--- src/rtl/mem_req_ctrl.sv ---
// mem_req_ctrl: load/store requester for the single-port RAM, with in-order
// responses through a pending stage and a 2-entry response FIFO.
// Ports: clk, rst_n; req_* (valid/ready request in); rsp_* (valid/ready
// response out); mem_* (RAM port, one-cycle read latency).
// Optional: define MEM_REQ_CTRL_ERR_EN to enable range/alignment checks.
module mem_req_ctrl #(
  parameter int AddrBusWidth = 32,
  parameter int DataBusWidth = 32,
  parameter int MemSizeBytes = 2048
) (
  input  logic                    clk,
  input  logic                    rst_n,
  input  logic                    req_valid,
  output logic                    req_ready,
  input  logic                    req_we,
  input  logic [AddrBusWidth-1:0] req_addr,
  input  logic [DataBusWidth-1:0] req_wdata,
  output logic                    rsp_valid,
  input  logic                    rsp_ready,
  output logic [DataBusWidth-1:0] rsp_rdata,
  output logic                    rsp_err,
  output logic                    mem_re,
  output logic                    mem_we,
  output logic [AddrBusWidth-1:0] mem_addr,
  output logic [DataBusWidth-1:0] mem_wdata,
  input  logic [DataBusWidth-1:0] mem_rdata
);

  localparam int ByteLanes = DataBusWidth / 8;
  localparam int WordShift = $clog2(ByteLanes);
  localparam int EntW      = DataBusWidth + 1;

  logic                    accept;
  logic                    req_err;
  logic                    p_valid;
  logic                    p_we;
  logic                    p_err;
  logic [1:0]              wr_ptr;
  logic [1:0]              rd_ptr;
  logic [1:0]              count;
  logic [2:0]              outstanding;
  logic [EntW-1:0]         fifo [2];
  logic [DataBusWidth-1:0] p_rdata;
  logic [EntW-1:0]         p_ent;
  logic [EntW-1:0]         head;
  logic                    fifo_pop;
  logic                    p_pop;
  logic                    p_push;

`ifdef MEM_REQ_CTRL_ERR_EN
  localparam logic [AddrBusWidth-1:0] LowMask =
    AddrBusWidth'(ByteLanes - 1);
  localparam logic [AddrBusWidth-1:0] MemTop =
    AddrBusWidth'(MemSizeBytes);

  assign req_err = (req_addr >= MemTop) |
                   (|(req_addr & LowMask));
`else
  assign req_err = 1'b0;
`endif

  // Credits are counted from state only, so ready never
  // waits on the consumer or the producer this cycle.
  assign count       = wr_ptr - rd_ptr;
  assign outstanding = {1'b0, count} + {2'b00, p_valid};
  assign req_ready   = rst_n & (outstanding < 3'd2);

  assign accept    = req_valid & req_ready;
  assign mem_re    = accept & ~req_we & ~req_err;
  assign mem_we    = accept & req_we & ~req_err;
  assign mem_addr  = req_addr >> WordShift;
  assign mem_wdata = req_wdata;

  // RAM data is only meaningful for a good read; masking
  // also keeps rsp_rdata at 0 while idle or in reset.
  assign p_rdata = (p_valid & ~p_we & ~p_err) ?
                   mem_rdata : '0;
  assign p_ent   = {p_rdata, p_err};

  assign head      = (count != 2'd0) ? fifo[rd_ptr[0]] : p_ent;
  assign rsp_valid = (count != 2'd0) | p_valid;
  assign rsp_rdata = head[EntW-1:1];
  assign rsp_err   = head[0];

  assign fifo_pop = rsp_ready & (count != 2'd0);
  assign p_pop    = rsp_ready & p_valid & (count == 2'd0);
  assign p_push   = p_valid & ~p_pop;

  always_ff @(posedge clk or negedge rst_n) begin
    if (!rst_n) begin
      p_valid <= 1'b0;
      p_we    <= 1'b0;
      p_err   <= 1'b0;
      wr_ptr  <= 2'd0;
      rd_ptr  <= 2'd0;
      fifo[0] <= '0;
      fifo[1] <= '0;
    end else begin
      p_valid <= accept;
      p_we    <= accept & req_we;
      p_err   <= accept & req_err;
      if (p_push) begin
        fifo[wr_ptr[0]] <= p_ent;
        wr_ptr          <= wr_ptr + 2'd1;
      end
      if (fifo_pop) begin
        rd_ptr <= rd_ptr + 2'd1;
      end
    end
  end

endmodule

--- config.mk ---
export PLATFORM = sky130hd
export DESIGN_NAME = mem_req_ctrl
export DESIGN_NICKNAME = d
export VERILOG_FILES = /design/src/rtl/mem_req_ctrl.sv
export SDC_FILE = /design/constraint.sdc
export NUM_CORES = 1
export LEC_CHECK = 0
export BUFFER_PORTS_ARGS = -buffer_cell sky130_fd_sc_hd__buf_2
export CORE_MARGIN = 5
export CORE_UTILIZATION = 50
export CTS_BUF_LIST = sky130_fd_sc_hd__clkbuf_16
export CTS_CLUSTER_SIZE = 12
export DETAILED_ROUTE_END_ITERATION = 8
export PLACE_DENSITY = 0.85
export SYNTH_ARGS = -nofsm -noshare
export SYNTH_HDL_FRONTEND = slang
export SYNTH_SLANG_ARGS = --single-unit
export TNS_END_PERCENT = 5
--- constraint.sdc ---
create_clock -name clk -period 4.3 [get_ports clk]
set_input_delay 0.215 -clock clk [delete_from_list [all_inputs] [get_ports clk]]
set_output_delay 0.215 -clock clk [all_outputs]
set_load 0.005 [all_outputs]
=== Yosys cells after proc, flatten, opt, wreduce, memory -nomap -nowiden ===
Index checks and enable logic that the tools add are counted.

* Register bits after elaboration: 72
* Bits in latches: 0
* Bits in writable memories: 0
* Memory bits (read-only): 0
* Bits of input ports: 101
* Output and inout port bits: 101
* Word-level logic and storage cells: 40
* Memories: 0

* Add/subtract/negate cells: 4
* Multiply operators: 0
* Div/mod/pow operators: 0
* Magnitude comparators: 4
* Eq/ne operators: 0
* Shift operators: 0
* Mux-type cells: 8
* Bitwise gates (word level): 15
* Reduce and logical (&&, ||, !) cells: 3

{| class="wikitable"
|+ Operator list
! cell !! number
|-
| $mux W33 || 5
|-
| $bwmux W66 || 1
|-
| $demux W33 S1 || 1
|-
| $mux W32 || 1
|-
| $and A1 B1 Y1 || 9
|-
| $add A2 B1 Y2 const B || 2
|-
| $ge A2 B2 Y1 const B || 2
|-
| $not A1 Y2 || 2
|-
| $add A2 B1 Y3 || 1
|-
| $lt A3 B2 Y1 const B || 1
|-
| $not A1 Y1 || 3
|-
| $logic_not A2 Y1 || 1
|-
| $lt A2 B1 Y1 const B || 1
|-
| $reduce_bool A2 Y1 || 1
|-
| $sub A2 B2 Y2 || 1
|-
| $logic_and A1 B1 Y1 || 1
|-
| $or A1 B1 Y1 || 1
|}

=== Longest topological paths before layout ===
Gate-level depths: netlist of the first run.

* Depth in word-level cells: 6
* Gate-level depth with buffers: 6
* Depth with buffers taken out: 5

=== Worst setup path after synthesis of the first run ===
Ideal clock, no wire load.

* Kind: register to register
* From: register wr_ptr[0]
* To: register fifo[10] (netlist bit)
* Library setup time: 0.125 ns
* Arrival time: 2.054 ns
* Required time: 4.175 ns
* Setup slack: 2.121 ns
* Cell stages (with the launch flop): 7
* Path buffers: 1
* Clock period less this slack: 2.179 ns
* Cells stage by stage: dfrtp_1 -> inv_1 -> ha_1 -> xnor3_2 -> a311oi_4 -> buf_6 -> mux2_4

* Word-level cells in the longest chain between the ends: 6
* Elaborated cells on any way between the ends: 12
* Classes of those cells: 1 x add/sub; 2 x order compare; 3 x mux; 4 x bitwise; 2 x reduce/logical

{| class="wikitable"
|+ RTL lines
! element !! line !! RTL
|-
| from (decl) || 38 || <nowiki>logic [1:0] wr_ptr;</nowiki>
|-
| from (signal assigned) || 104 || <nowiki>wr_ptr <= wr_ptr + 2'd1;</nowiki>
|-
| $not A1 Y2 (implied by the code) || 103 || <nowiki>fifo[wr_ptr[0]] <= p_ent;</nowiki>
|-
| $ge A2 B2 Y1 (implied by the code) or $lt A2 B1 Y1 (tied branches) || 103 ||
|-
| $logic_and A1 B1 Y1 (implied by the code) || 103 ||
|-
| $mux W33 (implied by the code) || 103 ||
|-
| $demux W33 S1 || 103 ||
|-
| $bwmux W66 || 103 ||
|-
| to (signal, indexed assignment) || 103 ||
|-
| to (decl) || 42 || <nowiki>logic [EntW-1:0] fifo [2];</nowiki>
|}

Parallel ways exist; a longest one is shown, timed or not.
A chain may end at the register's enable or synchronous reset.

=== Worst setup path in the final report of the first run ===
* From: register wr_ptr[0]
* To: output port rsp_rdata[3]

* Word-level cells in the longest chain between the ends: 3

{| class="wikitable"
|+ RTL lines
! element !! line !! RTL
|-
| $sub A2 B2 Y2 || 64 || <nowiki>assign count = wr_ptr - rd_ptr;</nowiki>
|-
| $reduce_bool A2 Y1 || 80 || <nowiki>assign head = (count != 2'd0) ? fifo[rd_ptr[0]] : p_ent;</nowiki>
|-
| $mux W33 || 80 ||
|-
| to (decl) || 20 || <nowiki>output logic [DataBusWidth-1:0] rsp_rdata,</nowiki>
|}

Every way passes these cells.

==> impl_metrics.ini, run 1 <==
[synthesis]
synth_fa_ha_area_share_pct = 0.289
ys_types = 27
synth_top_area_share_pct = 40.4
synthMuxAreaShare_pct = 36.0
syn-cell-area_um2 = 4330
synthSimpleGateAreaFrac_pct = 6.07
yosysSeqAreaShare_pct = 40.4
yosysTopAreaCell = dfrtp_1
ys_ff_latch = 70
synth_top_family_by_area = multiplexers
yosys-top-cells-area = dfrtp_1 40%, mux2_2 25%, buf_4 11%
synth_compound_area_share_pct = 1.53
yosys.area_share.xor_xnor_pct = 1.36
yosysWarnings = 0
avgSynthCellArea_um2 = 12.8
synthesis.instances = 339

[finish]
num_antenna_cells = 0
final_util_pct = 52.9
stdcell_count = 461
area_growth_pct = 5.03
nNetsFinal = 451
n_fill_cell = 754
drive_above_1_share_pct = 62.0

[drt]
finalWirelength_um = 7890
firstDrtPassIters = 4
drtIter0Drc = 62
drc = 0
antenna_left = 0
viasPerCell = 5.27
vias = 2428
wl_per_cell_um = 17.1

[place]
dpl.hpwl_um = 5210
port_buffers = 72
dp.cells = 445
gp_congestion = 0.696

[grt]
overflow = 0
antenna_found_initial = 0
grt_pass1_wl_um = 12800
grtUsageMet1_pct = 18.3
grt_util_met3_pct = 2.98
grt_usage_pct = 15.3
grt_max_degree = 67
grt_pass1_vias = 2681
use_met2_pct = 26.5
grt-busiest-layer = met2

[cts]
path_clk_slew_ns = 0.05
cts_max_path_buffers = 2
post_cts_resized = 0
cts_tree = done
htreeDepth = 3
root_buffer = clkbuf_16
cts-buffers-inserted = 9
cts_sinks = 70
clk_latency_ns = 0.31

[setup_path]
reg2reg_to = fifo[34]
ff2ff_path_depth = 6
slowest_delay_ns = 0.62
reg2reg_from = wr_ptr[0]
end_kind = output pin
required_ns = 4.09
regToRegSetupSlack_ns = 1.85
worst_path_max_delay_cell = nand2_1
cp-start-kind = register
critPathKind = register to output pin
cp.arrival_ns = 2.84
worstPathMaxFanout = 18
crit_path_cell_trace = inv_1, ha_1, xnor3_2, nand2_1, buf_12, mux2_2, buf_2
cp-startpoint = wr_ptr[0]
crit_end = rsp_rdata[3]

[timing]
fin_crit_ns = 3.06
finalCritPeriodShare_pct = 71.1
hold_viol = 0
finClkSkew_ns = 0.00558
max_slew_margin_pct = 19.2
setup_viol = 0
drv_slew = 0
rsz0062_at_grt = false
tightestPinTransition_ns = 1.21
max_freq_mhz = 327
fin_tns_setup_ns = 0

[floorplanning]
die_x_um = 103
chipHeight_um = 103
start_util_pct = 50.4
die_area_um2 = 10600
ioPinCount = 202
fp-row-count = 34
core-area_um2 = 8590

[power]
leakage_uw = 0.00239
design_power_total_uw = 3370
p_per_area_nw_per_um2 = 742
ir_drop_uv = 305

[min_path]
hp-class = input pin to register
min_path_cells = 3

[flow_run]
drv_cap = 0

[outcome]
status = finished, final reports clean
==> report_power, final <==
group	internal (uW)	switching (uW)	total, uW
Sequential	931	143	1070
Combinational	933	749	1680
Clock	375	244	619
Total	2240	1140	3370
==> worst min path at each step <==
stage	slack (ns)	startpoint	to
5_1_grt	0.18	req_valid	p_valid
3_5_place_dp	0.05	rst_n	fifo[40]
6_report	0.18	req_valid	p_valid
3_3_place_gp	0.05	rst_n	fifo[7]
2_1_floorplan	-0.08	rst_n	fifo[10]
4_1_cts	0.16	req_valid	p_valid
==> placed cells by master (no fill, tap or decap), types with 2 or more instances in the layout <==
cell type / n
conb_1: 3
mux2_2: 97
mux2_4: 29
inv_1: 6
nor2_1: 2
buf_2: 72
buf_4: 5
nand4_1: 2
dfrtp_1: 70
and2_1: 32
nand2_1: 3
clkbuf_16: 9
clkinv_1: 2
a311oi_4: 2
mux2_1: 2
xor2_1: 3
==> repair_timing <==
| action | in CTS | in global routing |
|---|---|---|
| hold buffers | 1 | 0 |
| buffers inserted | 0 | 0 |
| hold endpoints to repair | 4 | 0 |
==> worst max-delay path, delay by kind of cell, from the launching register on <==
family,cells,cell delay (ns)
mux,1,0.35
flops,1,0.40
xor+xnor,1,0.37
simple gates,1,0.62
buf+inv,3,0.54
fa+ha+maj,1,0.22
==> metal layers <==
| metal | routed length (um) | part of all wire [%] |
|---|---|---|
| met1 | 3330 | 42 |
| met4 | 184 | 2.3 |
| met2 | 3950 | 50 |
| met3 | 424 | 5.4 |
| met5 | 0 | 0 |
==> synthesized netlist by cell type <==
cell type / number
dfrtp_1: 70
xor2_1: 3
a311oi_4: 2
buf_6: 6
ha_1: 1
xnor3_2: 1
clkbuf_1: 7
inv_1: 3
buf_4: 66
and2_1: 32
nor2_1: 2
buf_2: 3
nand2b_1: 1
nand4_1: 2
a31oi_1: 1
mux2_1: 2
and3_2: 1
mux2i_1: 1
nor2b_1: 1
nand2_1: 3
mux2_4: 29
conb_1: 1
xnor2_1: 1
and3_1: 1
mux2_2: 97
a21boi_0: 1
nand3_1: 1
==> flip-flops by register name, indices dropped and copies added (netlist names) <==
name,flops
rd_ptr,2
p_we,1
fifo,64
p_valid,1
wr_ptr,2
==> through the flow <==
step | setup WS, ns | hold WS, ns | instance area (um2)
2_1_floorplan | 2.12 | -0.0806 | 4340
3_3_place_gp | 1.59 | 0.0484 | 4290
3_5_place_dp | 1.55 | 0.0517 | 4290
4_1_cts | 1.20 | 0.162 | 4550
5_1_grt | 1.12 | 0.182 | 4550
6_report | 1.24 | 0.176 | 4550
==> layout make-up <==
type,count,area (um2),area share [%]
Inverter,3,11.3,0.248
Clock buffer,9,225,4.95
Multi-Input combinational cell,186,1970,43.4
Sequential cell,70,1750,38.5
Clock inverter,6,23.8,0.523
Tap cell,108,135,2.97
Timing Repair Buffer,79,428,9.41
==> cells by family (layout without fill, tap and decap cells) <==
kind of cell	after synthesis	count (layout)
muxes	129	129
xor gates and xnor gates	5	5
DFF	70	70
adders and majority gates	1	1
and+or+nand+nor	44	44
other	1	3
buffers and inverters	85	97
AOI/OAI and AO/OA	4	4
Note: power is estimated with default switching activity, not from simulation.
==> run 2: changes to the inputs <==
- ABC_AREA: unset -> 1
- CORE_UTILIZATION: 50 -> 48
- PLACE_DENSITY: 0.85 -> 0.81
- clock period: 4.3 -> 3.1 ns (I/O delays scaled with it)
==> run 2 against run 1 <==
Critical endpoint is now rsp_rdata[23]. Final cell count up 46%. Synthesized area up 4.5%. Synthesized cell count up 69%. Clock power up 71%. Largest cell class unchanged. Wire length up 34%. Register-to-register slack worse by 1.0 ns. Sequential share of layout area down 0.91 points. Critical path type unchanged. Die area up 8.0%. First-iteration DRC count rose to 4.1 times the previous value. Worst setup slack worse by 0.49 ns. Utilization down 2.2 points.
==> impl_metrics.ini, run 2 <==
[synthesis]
ys_types = 28
syn-cell-area_um2 = 4530
ys_ff_latch = 70
avgSynthCellArea_um2 = 7.91
yosysWarnings = 0
synth_top_area_share_pct = 38.7
synth_edf_count = 0
yosys_most_used_dff = dfrtp_1
synthArstFlopShare_pct = 100
synth_most_common_cell = nand2_1
synth_common_cells = 171 x nand2_1, 70 x dfrtp_1, 69 x buf_4
yosysSeqAreaShare_pct = 38.7
synthesis.instances = 572
yosys-top-cells-area = dfrtp_1 39%, nand2_1 14%, buf_4 11%
yosysTopAreaCell = dfrtp_1

[setup_path]
worst_path_max_delay_cell = buf_4
cp-startpoint = rd_ptr[0]
worstPathMaxFanout = 34
cp-start-kind = register
regToRegSetupSlack_ns = 0.83
ff2ff_path_depth = 11
reg2reg_from = wr_ptr[0]
critPathKind = register to output pin
reg2reg_to = fifo[28]
crit_end = rsp_rdata[23]
cp.arrival_ns = 2.19
end_kind = output pin
crit_path_cell_trace = buf_4, inv_2, or2_2, o211ai_1, o21ai_1, buf_2
required_ns = 2.94
slowest_delay_ns = 0.41

[finish]
num_antenna_cells = 0
nNetsFinal = 658
stdcell_count = 672
area_growth_pct = 3.01
largest_reg_flops = 64
top_regs = fifo x64, rd_ptr x2, wr_ptr x2
n_fill_cell = 851
top_register = fifo
final_cell_mix = 171 x nand2_1, 71 x buf_2, 69 x dfrtp_1
mostFrequentLayoutCell = nand2_1
drive_above_1_share_pct = 27.3

[cts]
post_cts_resized = 0
cts_setup_buffers = 0
clk_latency_ns = 0.33
cts-buffers-inserted = 9
path_clk_slew_ns = 0.05
root_buffer = clkbuf_16
cts_sinks = 70
cts_max_path_buffers = 2
cts_hold_buf = 0
htreeDepth = 3
cts_tree = done

[drt]
firstDrtPassIters = 5
vias = 3750
drc = 0
finalWirelength_um = 10600
drtIter0Drc = 255
wl_per_cell_um = 15.8
antenna_left = 0
viasPerCell = 5.58

[timing]
finalCritPeriodShare_pct = 75.8
finClkSkew_ns = 0.00530
rsz0062_at_grt = false
hold_viol = 0
setup_viol = 0
drv_slew = 0
fin_crit_ns = 2.35
fin_tns_setup_ns = 0
tightestPinTransition_ns = 0.892
max_slew_margin_pct = 40.5
max_freq_mhz = 426

[floorplanning]
core-area_um2 = 9200
die_area_um2 = 11500
die_x_um = 107
chipHeight_um = 107
start_util_pct = 49.2
fp-row-count = 35
ioPinCount = 202

[power]
swShare_pct = 43.1
power_frac_seq_pct = 28.5
p_int_uw = 3000
p_per_area_nw_per_um2 = 1130
leakage_uw = 0.00269
pwr-share-clk_pct = 20.1
ir_drop_uv = 471
p_comb_share_pct = 51.4
p_switching_uw = 2270

[place]
dpl.hpwl_um = 6390
port_buffers = 72
dp.cells = 656
gp_congestion = 0.746

[outcome]
status = finished, final reports clean

[grt]
antenna_found_initial = 0
grt_pass1_vias = 3814
grt_max_degree = 71
overflow = 0
grt_pass1_wl_um = 17900
grt_usage_pct = 19.4

[min_path]
hp-class = input pin to async pin

[flow_run]
drv_cap = 0
-- run 2: cell count changes in the layout (fill, tap and decap cells not counted), sizes merged, moves of 33 or more --
cell	previous run	this run
o21ai	0	33
nand4	2	65
nand2	3	174
inv	6	42
mux2	128	0
-- run 2: routing by layer --
layer | track usage, % | wire (um) | share of wire, % | vias to the layer above
met2 | 33.2 | 5350 | 50 | 143
met5 | 0 | 0 | 0 | -
met3 | 4.64 | 763 | 7.2 | 34
li1 | - | - | - | 1792
met4 | 9.68 | 258 | 2.4 | 0
met1 | 22.5 | 4240 | 40 | 1781
-- run 2: layout make-up --
type	instances	area (um2)	area share [%]
clock buffers	9	225	4.83
clock inverters	7	81.3	1.74
inverters	42	158	3.38
multi-input cells	352	1860	40.0
flip-flops and latches	70	1750	37.6
well taps	111	139	2.98
repair buffers	81	443	9.50
-- run 2: stage by stage --
step                utilization (%)  setup slack (ns)  total power [uW]  area (um2)  hold WS, ns
floorplan                         -              1.07              3590        4530       -0.141
global placement               47.4             0.877              4170        4360        0.310
detailed placement             47.4             0.831              4220        4360        0.310
CTS                            50.7             0.741              5310        4660       0.0606
global route                   50.7             0.624              5690        4660       0.0697
finish                         50.7             0.751              5270        4660       0.0587
-- run 2: cells by family after synthesis --
logic type | count (synthesis) | share of synthesized area, %
adders and majority gates | 1 | 0.276
and+or+nand+nor | 281 | 29.8
xor gates and xnor gates | 2 | 0.387
other | 1 | 0.0828
buffers and inverters | 152 | 20.3
AOI/OAI and AO/OA | 65 | 10.5
DFF | 70 | 38.7
-- run 2: worst min-delay path by stage --
stage                             from      endpoint  slack [ns]
final                            rst_n      fifo[47]        0.06
after CTS                       req_we          p_we        0.06
after detailed placement  req_addr[14]  mem_addr[12]        0.31
after floorplan                  rst_n      fifo[10]       -0.14
after global routing            req_we          p_we        0.07
after global placement    req_addr[14]  mem_addr[12]        0.31
-- run 2: critical path, delay by kind of cell (launching register included) --
kind	cells	cell delay [ns]
AOI/OAI and AO/OA	2	0.23
buffers and inverters	3	0.90
DFF	1	0.35
and+or+nand+nor	1	0.38
-- run 2: power groups by stage --
stage,clock network (uW),registers [uW],logic [uW]
floorplan,0,1440,2150
global placement,0,1480,2690
detailed placement,0,1510,2720
CTS,1080,1500,2740
global route,1120,1550,3020
finish,1060,1500,2710
